File: config.mk
export PLATFORM = sky130hd
export DESIGN_NAME = router_local_ni
export DESIGN_NICKNAME = d
export VERILOG_FILES = /design/src/rtl/router_local_ni.sv
export SDC_FILE = /design/constraint.sdc
export NUM_CORES = 1
export LEC_CHECK = 0
export CORE_MARGIN = 2
export CORE_UTILIZATION = 52
export DETAILED_ROUTE_END_ITERATION = 6
export PLACE_DENSITY = 0.78
export SLEW_MARGIN = 5
export SYNTH_ARGS = -nofsm -noshare
export SYNTH_HDL_FRONTEND = slang
export SYNTH_SLANG_ARGS = --single-unit
File: constraint.sdc
create_clock -name clock -period 2.8 [get_ports clock]
set_clock_uncertainty 0.15 [all_clocks]
set_input_delay 0.28 -clock clock [delete_from_list [all_inputs] [get_ports clock]]
set_output_delay 0.28 -clock clock [all_outputs]
set_load 0.03 [all_outputs]
File: src/rtl/router_local_ni.sv
// router_local_ni: router local-port network interface.
// This block accepts flits on a valid/ready input channel and checks their packet framing.
// It buffers the legal flits in a FIFO and loops them back on a valid/ready output channel.
// When SWAP_HDR is set, the dst/src halves of HEAD and SINGLE payloads are swapped on the way out.
module router_local_ni #(
   parameter int unsigned TYPE_WIDTH = 2,
   parameter int unsigned DATA_WIDTH = 32,
   parameter int unsigned DEPTH      = 4,
   parameter bit          SWAP_HDR   = 1'b1
) (
   input  logic                             clock,
   input  logic                             reset,
   input  logic [TYPE_WIDTH+DATA_WIDTH-1:0] in_flit,
   input  logic                             in_valid,
   output logic                             in_ready,
   output logic [TYPE_WIDTH+DATA_WIDTH-1:0] out_flit,
   output logic                             out_valid,
   input  logic                             out_ready,
   output logic [15:0]                      pkt_count,
   output logic [7:0]                       err_count,
   output logic                             busy
);

   localparam int unsigned FW = TYPE_WIDTH + DATA_WIDTH;
   localparam int unsigned HW = DATA_WIDTH / 2;
   localparam int unsigned AW = $clog2(DEPTH);

   localparam logic [TYPE_WIDTH-1:0] TySingle = 2'b00;
   localparam logic [TYPE_WIDTH-1:0] TyHead   = 2'b01;
   localparam logic [TYPE_WIDTH-1:0] TyBody   = 2'b10;
   localparam logic [TYPE_WIDTH-1:0] TyTail   = 2'b11;

   typedef enum logic {StIdle, StInPkt} state_e;

   state_e                r_state;
   state_e                w_state_next;
   logic [TYPE_WIDTH-1:0] w_in_type;
   logic                  w_accept;
   logic                  w_write;
   logic                  w_pkt_inc;
   logic                  w_err_inc;

   logic [FW-1:0]         r_mem [DEPTH];
   logic [AW-1:0]         r_wptr;
   logic [AW-1:0]         r_rptr;
   logic [AW:0]           r_count;
   logic [AW:0]           w_count_next;
   logic                  r_full;
   logic                  w_empty;
   logic                  w_push;
   logic                  w_pop;

   logic [FW-1:0]         w_head;
   logic [FW-1:0]         w_head_xf;
   logic [TYPE_WIDTH-1:0] w_head_type;
   logic [FW-1:0]         r_out_flit;
   logic                  r_out_valid;
   logic [15:0]           r_pkt_count;
   logic [7:0]            r_err_count;

   // Ready comes only from the registered full flag, so there is no path from out_ready.
   assign in_ready  = !r_full && !reset;
   assign w_accept  = in_valid && in_ready;
   assign w_in_type = in_flit[FW-1:DATA_WIDTH];
   assign w_push    = w_accept && w_write;
   assign w_empty   = (r_count == '0);
   assign w_pop     = !w_empty && (!r_out_valid || out_ready);

   assign out_flit  = r_out_flit;
   assign out_valid = r_out_valid && !reset;
   assign pkt_count = r_pkt_count;
   assign err_count = r_err_count;
   assign busy      = (r_state == StInPkt);

   // Framing state register.
   always_ff @(posedge clock) begin
      if (reset) begin
         r_state <= StIdle;
      end else begin
         r_state <= w_state_next;
      end
   end

   // Framing decisions. Dropped flits are still accepted but are never written.
   always_comb begin
      w_state_next = r_state;
      w_write      = 1'b0;
      w_pkt_inc    = 1'b0;
      w_err_inc    = 1'b0;
      if (w_accept) begin
         case (r_state)
            StIdle: begin
               if (w_in_type == TySingle) begin
                  w_write   = 1'b1;
                  w_pkt_inc = 1'b1;
               end else if (w_in_type == TyHead) begin
                  w_write      = 1'b1;
                  w_state_next = StInPkt;
               end else begin
                  w_err_inc = 1'b1;
               end
            end
            StInPkt: begin
               if (w_in_type == TyBody) begin
                  w_write = 1'b1;
               end else if (w_in_type == TyTail) begin
                  w_write      = 1'b1;
                  w_pkt_inc    = 1'b1;
                  w_state_next = StIdle;
               end else begin
                  w_err_inc = 1'b1;
               end
            end
            default: w_state_next = StIdle;
         endcase
      end
   end

   // Occupancy after this cycle's push and pop.
   always_comb begin
      w_count_next = r_count;
      if (w_push && !w_pop) begin
         w_count_next = r_count + 1'b1;
      end else if (!w_push && w_pop) begin
         w_count_next = r_count - 1'b1;
      end
   end

   // FIFO pointers, occupancy, and the registered full flag.
   always_ff @(posedge clock) begin
      if (reset) begin
         r_wptr  <= '0;
         r_rptr  <= '0;
         r_count <= '0;
         r_full  <= 1'b0;
      end else begin
         if (w_push) begin
            r_wptr <= r_wptr + AW'(1);
         end
         if (w_pop) begin
            r_rptr <= r_rptr + AW'(1);
         end
         r_count <= w_count_next;
         r_full  <= (w_count_next == (AW + 1)'(DEPTH));
      end
   end

   // FIFO storage. It needs no reset because the pointers define what is valid.
   always_ff @(posedge clock) begin
      if (w_push) begin
         r_mem[r_wptr] <= in_flit;
      end
   end

   assign w_head      = r_mem[r_rptr];
   assign w_head_type = w_head[FW-1:DATA_WIDTH];

   // Header halves are swapped as the flit moves into the output stage.
   always_comb begin
      w_head_xf = w_head;
      if (SWAP_HDR && ((w_head_type == TySingle) || (w_head_type == TyHead))) begin
         w_head_xf = {w_head_type, w_head[HW-1:0], w_head[DATA_WIDTH-1:HW]};
      end
   end

   // Registered output stage. It refills in the same cycle it is drained.
   always_ff @(posedge clock) begin
      if (reset) begin
         r_out_valid <= 1'b0;
         r_out_flit  <= '0;
      end else if (w_pop) begin
         r_out_valid <= 1'b1;
         r_out_flit  <= w_head_xf;
      end else if (out_ready) begin
         r_out_valid <= 1'b0;
      end
   end

   // Packet counter wraps and error counter saturates.
   always_ff @(posedge clock) begin
      if (reset) begin
         r_pkt_count <= '0;
         r_err_count <= '0;
      end else begin
         if (w_pkt_inc) begin
            r_pkt_count <= r_pkt_count + 16'd1;
         end
         if (w_err_inc && (r_err_count != 8'hFF)) begin
            r_err_count <= r_err_count + 8'd1;
         end
      end
   end

endmodule
==> results_dict.tcl, run 1 <==
set metrics [dict create \
    cts_tree "yes" \
    port-buffer-count 98 \
    cp_cell_sequence "dlygate4sd3_1, buf_2, buf_4, nor2b_1, clkdlybuf4s50_1" \
    yosysSeqAreaShare_pct 67.7 \
    cts-root-buf "clkbuf_16" \
    hp-start "in_flit[28]" \
    core.rowCount 45 \
    critPathKind "primary input to primary output" \
    synth_top_area_share_pct 50.4 \
    ys_types 42 \
    route.met3.wl_um 920 \
    min_period_over_period_pct 92.8 \
    clockPowerShare_pct 30.2 \
    yosys_warnings 0 \
    postSynthNetCount 574 \
    clk_pin_slew_ns 0.06 \
    stdcell_area_um2 10100 \
    place_hpwl_mm 9.99 \
    slew_viol_final 0 \
    drc 0 \
    place_area_um2 9350 \
    seqPwrFrac_pct 40.4 \
    synth_edf_count 136 \
    fillCellCount 1069 \
    fin_ws_ns 0.202 \
    cts_buffer_depth 3 \
    avgSynthCellArea_um2 15.4 \
    worstSetupStartpointType "primary input" \
    ys_ff_latch 206 \
    ios 99 \
    wl_met1_mm 6.66 \
    top_layer_used "met4" \
    rsz0062_at_grt "no" \
    synth_area_leaders "edfxtp_1, dfxtp_1, mux4_2" \
    met2_length_mm 8.08 \
    crit_path_start "reset" \
    slowest_delay_ns 0.61 \
    start_util_pct 53.3 \
    timing.max_cap.violations 0 \
    yosysMostFrequentCell "edfxtp_1" \
    p_leak_uw 0.00342 \
    clk_latency_ns 0.48 \
    end_kind "primary output" \
    final_hold_viol_count 0 \
    cellPowerDensity_nw_per_um2 913 \
    cts_buffers 21 \
    syn2layout_area_growth_pct 24.2 \
    min_period_ns 2.60 \
    utilization_pct 66.2 \
    arrival_ns 2.17 \
    finalSetupTns_ns 0 \
    dpl.cell_count 799 \
    finalSetupViolCount 0 \
    nets 682 \
    ant_nets 0 \
    max_freq_mhz 385 \
    synthArstFlopShare_pct 0 \
    tightest_slew_ns 1.11 \
    dr.first_iter.drc_count 352 \
    antenna_found_initial 0 \
    vias_per_cell 5.69 \
    syn_inst 527 \
    yosysTopAreaCell "edfxtp_1" \
    syn_area_um2 8100 \
    avgRoutedWirePerCell_um 19.1 \
    htreeDepth 1 \
    grt_first_pass_wirelength_mm 25.2 \
    register_area_um2 5490 \
    reg2reg_from "r_count[1]" \
    multi_input_area_um2 2470 \
    final_cells 838 \
    ys.flop_type "edfxtp_1" \
    first_pass_iters 4 \
    p_int_uw 6320 \
    die_y_um 129 \
    netSwitchingPower_uw 2860 \
    hold_path.class "primary input to register" \
    core-area_um2 15200 \
    grt_pass1_vias 4866 \
    combPwrFrac_pct 29.4 \
    ir_drop_mv 0.619 \
    die_area_um2 16600 \
    drive_above_1_share_pct 15.2 \
    gp_congestion 0.796 \
    relSlewSlack_pct 25.9 \
    critPathRequiredTime_ns 2.37 \
    vias 4767 \
    cts_setup_buffers 0 \
    track_usage_pct 19.6 \
    cp_max_fo 29 \
    grt_max_degree 45 \
    post-place-ws_ns 0.279 \
    grt_remaining_overflow 0 \
    run_status "finished clean" \
    wirelength_mm 16.0 \
    clkSinkCount 206 \
    slowest_stage "clkdlybuf4s50_1" \
    antenna_cells 0 \
    synth_commonest_cells "edfxtp_1, dfxtp_1, nor2_1" \
    die_w_um 129 \
    swShare_pct 31.2 \
]
-- cell usage in the layout (no fill, tap or decap), drive strengths merged, types with 12 or more instances in the layout --
cell,synthesis,final
edfxtp,136,136
clkdlybuf4s50,0,97
dfxtp,70,70
nor2,56,56
mux2i,34,34
mux4,34,34
a211oi,28,28
clkbuf,16,22
nand2,16,16
a21oi,16,16
buf,12,15
o21ai,14,14
xnor2,13,13
nand3,13,13
xor2,12,12
-- metrics by stage --
stage | hold slack [ns] | total power, µW
finish | 0.274 | 9180
global placement | 0.305 | 6410
detailed placement | 0.305 | 6480
floorplan | 0.226 | 5630
CTS | 0.264 | 9270
global route | 0.280 | 9610
-- worst max-delay path, delay by kind of cell --
kind | cells | cell delay, ns
AND/OR/NAND/NOR | 1 | 0.10
buffers and inverters | 4 | 1.78
-- worst paths after layout --
| kind | endpoint | slack (ns) | cells past startpoint |
|---|---|---|---|
| hold / removal | r_mem[2][28] | 0.27 | 1 |
| setup reg to reg | register | 0.46 | 8 |
| setup / recovery | out_valid | 0.20 | 5 |
| hold reg to reg | out_flit[33] | 0.31 | 2 |
-- power by group through the flow --
stage          clock [µW]  sequential, µW  combinational, µW
2_1_floorplan           0            4090               1530
3_3_place_gp            0            3760               2650
3_5_place_dp            0            3770               2710
4_1_cts              2820            3710               2740
5_1_grt              2930            3750               2940
6_report             2770            3710               2700
-- sequential cells by signal, summed over array words and instances, names as in the netlist, named ones only --
| register | count |
|---|---|
| r_out_valid | 1 |
| out_flit | 34 |
| pkt_count | 16 |
| r_mem | 136 |
| r_full | 1 |
| r_rptr | 2 |
| err_count | 8 |
| r_count | 3 |
| r_wptr | 2 |
-- cell families after synthesis --
family	Yosys count	share of synthesized area (%)
simple gates	117	6.79
fa+ha+maj	9	1.39
buf+inv	34	1.93
flops	206	67.7
compound gates	68	5.84
xor+xnor	25	2.70
mux	68	13.7
-- layer usage --
layer  vias to the layer above  GRT usage, %
li1                       2239             -
met1                      2365          26.0
met2                       139          34.4
met3                        24          3.08
met4                         0          4.48
met5                         -             0
-- final cells by class --
type | instances | share of cell area [%]
sequential | 206 | 54.5
multi-input combinational | 287 | 24.6
timing repair buffer | 113 | 11.3
clock buffer | 22 | 5.36
tap | 188 | 2.34
clock inverter | 16 | 1.60
inverter | 6 | 0.224
-- timing repair --
action | in CTS | in global routing
hold buffers | 1 | 0
endpoints found under the hold margin | 5 | 0
resized for setup | 0 | 0
No activity file was read; power rests on OpenSTA's default activity.
==> run 2: changes to the inputs <==
==> constraint.sdc (replaced) <==
create_clock -name clock -period 2.7 [get_ports clock]
set_clock_uncertainty 0.15 [all_clocks]
set_input_delay 0.27 -clock clock [delete_from_list [all_inputs] [get_ports clock]]
set_output_delay 0.27 -clock clock [all_outputs]
set_load 0.03 [all_outputs]
==> run 2 against run 1 <==
Against the previous run: global-route usage increased by 0.14 points; power rose by 3.1%; clock power grew 2%; combinational power is 4% higher; register-to-register slack is essentially flat; largest cell class unchanged.
==> results_dict.tcl, run 2 (synthesized netlist as in run 1, its figures left out) <==
set metrics [dict create \
    run_status "finished clean" \
    ant_nets 0 \
    gr-max-usage-layer "met2" \
    critPathRequiredTime_ns 2.96 \
    start_util_pct 53.3 \
    die_area_um2 16600 \
    avgRoutedWirePerCell_um 19.0 \
    use_met1_pct 26.0 \
    finalSetupTns_ns 0 \
    gp_congestion 0.826 \
    antenna_cells 0 \
    grt_pass1_vias 4937 \
    top_register "r_mem" \
    crit_family "multiplexers" \
    end_kind "register" \
    arrival_ns 2.50 \
    hold_path.class "primary input to register" \
    rr_worst_depth 3 \
    cp_max_fo 33 \
    hold_end "pkt_count[8]" \
    slew_viol_final 0 \
    nets 682 \
    first_pass_iters 4 \
    htreeDepth 1 \
    stdcell_area_um2 10000 \
    critPathKind "register to register" \
    ios 99 \
    vias_per_cell 5.76 \
    final_common_cell "edfxtp_1" \
    worstSetupStartpointType "register" \
    dr.first_iter.drc_count 320 \
    antenna_found_initial 0 \
    syn2layout_area_growth_pct 23.9 \
    finalSetupViolCount 0 \
    tightest_slew_ns 1.13 \
    holdBufCountCts 0 \
    core.rowCount 45 \
    hp-start "reset" \
    die_w_um 129 \
    max_freq_mhz 446 \
    largest_reg_flops 136 \
    use_met3_pct 3.83 \
    rsz0062_at_grt "no" \
    cts_buffer_depth 3 \
    cts-root-buf "clkbuf_16" \
    timing.rr.end "out_flit[17]" \
    holdPathStages 3 \
    wirelength_mm 16.0 \
    clk_pin_slew_ns 0.06 \
    p_leak_uw 0.00341 \
    timing.max_cap.violations 0 \
    slowest_delay_ns 1.09 \
    min_period_over_period_pct 83.0 \
    cts_setup_buffers 0 \
    cp_cell_sequence "mux4_2, mux2i_1, a211oi_1" \
    core-area_um2 15200 \
    clkSinkCount 206 \
    grt.met2_usage_pct 33.6 \
    drc 0 \
    port-buffer-count 98 \
    place_area_um2 9350 \
    place_hpwl_mm 9.83 \
    reg2reg_slack_ns 0.46 \
    relSlewSlack_pct 24.8 \
    cts_buffers 22 \
    vias 4834 \
    die_y_um 129 \
    cts_tree "yes" \
    grt_first_pass_wirelength_mm 25.4 \
    drive_above_1_share_pct 14.0 \
    cellPowerDensity_nw_per_um2 943 \
    cp_num_buf_inv 0 \
    cts-resized-gates 0 \
    min_period_ns 2.24 \
    clk_latency_ns 0.50 \
    final_hold_viol_count 0 \
    grt_max_degree 53 \
    slowest_stage "mux4_2" \
    grt_remaining_overflow 0 \
    track_usage_pct 19.7 \
    most-common-layout-cells "edfxtp_1, clkdlybuf4s50_1, dfxtp_1" \
    ir_drop_mv 0.769 \
]
==> run 2: area by class of cell <==
| cell class | instances | area, µm² |
|---|---|---|
| flip-flops and latches | 206 | 5490 |
| inverters | 6 | 22.5 |
| clock buffers | 34 | 616 |
| well taps | 188 | 235 |
| clock inverters | 6 | 71.3 |
| fillers | 1073 | 5160 |
| multi-input cells | 287 | 2470 |
| repair buffers | 112 | 1130 |
==> run 2: routing by layer <==
layer  share of wire [%]  vias to the layer above  wire, µm
li1                    -                     2239         -
met1                  43                     2427      6860
met2                  50                      134      7940
met3                 4.7                       34       752
met4                 2.5                        0       399
met5                   0                        -         0
==> run 2: how the worst max path moves through the flow <==
| stage | startpoint | endpoint | depth (start not counted) |
|---|---|---|---|
| CTS | register | out_flit[17] | 3 |
| finish | register | out_flit[17] | 3 |
| floorplan | register | r_mem[0][0] | 2 |
| global placement | in_valid | pkt_count[15] | 5 |
| global route | r_count[1] | register | 8 |
| detailed placement | in_valid | pkt_count[15] | 5 |
==> run 2: report_power, final <==
part	internal, µW	total, µW	switching [µW]
sequential	3670	3850	177
combinational	1220	2800	1580
clock	1670	2820	1140
total	6560	9470	2900
==> run 2: worst register-to-register path, stage by stage (launching register included) <==
cell and delay (ns):
dfxtp_2 0.32, mux4_2 1.09, mux2i_1 0.31, a211oi_1 0.28
==> run 2: through the flow <==
step	setup slack, ns	std cells	hold slack [ns]	util, %	power [µW]
floorplan	0.219	527	0.216	-	5840
global placement	0.303	799	0.302	61.5	6650
detailed placement	0.245	799	0.307	61.5	6720
CTS	0.484	839	0.124	66.0	9560
global route	0.266	839	0.150	66.0	9910
finish	0.460	839	0.138	66.0	9470
==> variant, RTL diff (config.mk and constraints of run 2) <==
Put one more register stage on the output `pkt_count`. The value now appears one clock later. The other outputs are not delayed to match.
--- a/src/rtl/router_local_ni.sv
+++ b/src/rtl/router_local_ni.sv
@@ -68,7 +68,9 @@
 
    assign out_flit  = r_out_flit;
    assign out_valid = r_out_valid && !reset;
-   assign pkt_count = r_pkt_count;
+   always_ff @(posedge clock) begin
+      pkt_count <= r_pkt_count;
+   end
    assign err_count = r_err_count;
    assign busy      = (r_state == StInPkt);
 
Behaviour: not the same (a bounded check fails within 4 cycles, from zero or initial values and one cycle with reset high).
==> variant against run 2 <==
  * Count of clock-buffer cells in the layout unchanged
  * Sequential power rose by 8.6%
  * Highest routed layer unchanged
  * Critical path type unchanged
  * Setup slack lost 0.0064 ns
  * Sequential cell count increased by 16
  * Total power up 7.4%
  * Area after synthesis up 4.0%
  * Global-route usage decreased by 0.53 points
  * Routed wire length grew 4.4%
  * Synthesized cell count increased by 2.8%
  * Clock power about the same
  * Final area up 4.0%
==> variant: results (changes against run 2) <==
status=completed; VDD IR-drop max=0.7710 mV (+0.23%); sequential share of power=41.1% (+0.5 points); CP Max Fanout=33 (unchanged); CTS Buf Count=23 (+4.5%); Rel. slew slack=24.30% (-0.48 points); gr usage total=19.21% (-0.53 points); Pleak=3.587 nW (+5.3%); first-pass GRT wire length=26.25 mm (+3.5%); Reg2Reg Capture Point=out_flit[10]$_SDFFE_PP0P_; Worst Hold Endpoint=err_count[5]$_SDFFE_PP0P_; largest net degree at the start of global routing=44 (-17%); Setup CP Type=reg2reg; internal power=6.977 mW (+6.3%); crit share post-route=83.21% (+0.24 points); Comb power frac=31.1% (+1.5 points); max FFs per register=136 (unchanged); M2 GR Usage=35.00% (+1.4 points); CTS H-Tree Depth=1 (unchanged); vias in the first global route=5011 (+1.5%); iteration count of the initial detailed-routing pass=4 (unchanged); routability congestion estimate=0.8093 (-2.0%); met3 usage=3.742% (-0.083 points); via count=4893 (+1.2%); mux share of post-synthesis cell area=13.12% (-0.53 points); Post-Layout Cell Count=887 (+5.7%); post-synthesis compound-gate area fraction=5.107% (-0.73 points); Post-synth EDFFs=136 (unchanged); post-synthesis adder-cell area fraction=1.455% (+0.065 points); later-pin clock latency in the skew report=0.50 ns (about the same); Placed Area=9761 um^2 (+4.4%); XOR/XNOR share of the synthesized area=2.494% (-0.21 points); Fillers=1119 (+4.3%); Area contributors post-synth=edfxtp_1, dfxtp_1, mux4_2, mux2i_1, a211oi_1; metal2 WL=8.705 mm (+9.6%); met1 wire length=6.554 mm (-4.4%); post-synth cell types=41 (-2.4%); diode count=0 (unchanged); ys async rst share=0% (unchanged); first-iteration detailed-routing DRC count=274 (-14%); DP HPWL=10.28 mm (+4.6%); Post-Synthesis Net Count=589 (+2.6%); share of cells above drive strength 1=14.61% (+0.63 points); routed wire length=16.66 mm (+4.4%); met1 GRT Util=23.16% (-2.8 points); Max Used Layer=met4; DP Worst Slack=0.1790 ns (-0.06589 ns); sequential share of the synthesized area=68.88% (+1.2 points); # nets final=702 (+2.9%); met3 WL=965 um (+28%); Mean Syn Cell Area=15.55 um^2 (+1.1%); Critical Path End=out_flit[10]$_SDFFE_PP0P_; Fin Hold WS=0.1301 ns (-0.007675 ns); Worst Hold Class=in2reg; seq pwr=4.18 mW (+8.6%); Cells after DPL=846 (+5.9%); Biggest register=r_mem; Post-synth top cells=edfxtp_1, dfxtp_1, nor2_1
==> variant: cell count changes in the layout (fill, tap and decap cells not counted), sizes merged, moves of 3 or more <==
cell | before | now
inv | 7 | 10
a211oi | 28 | 36
buf | 15 | 20
xnor2 | 13 | 8
dfxtp | 70 | 86
o21ai | 14 | 4
a21oi | 16 | 5
xor2 | 12 | 16
nor2 | 56 | 66
==> variant: area by class of cell <==
class | instances | area (um^2) | share of cell area, %
tap | 216 | 270.3 | 2.589
clock inverter | 7 | 38.79 | 0.3715
multi-input combinational | 282 | 2467 | 23.63
timing repair buffer | 117 | 1181 | 11.31
sequential | 222 | 5808 | 55.63
inverter | 9 | 33.78 | 0.3236
clock buffer | 34 | 640.6 | 6.136
==> variant: worst max-delay path: stages, from the launching register on <==
cell      delay, ns
dfxtp_2        0.32
mux4_2         1.11
mux2i_1        0.28
a211oi_1       0.29
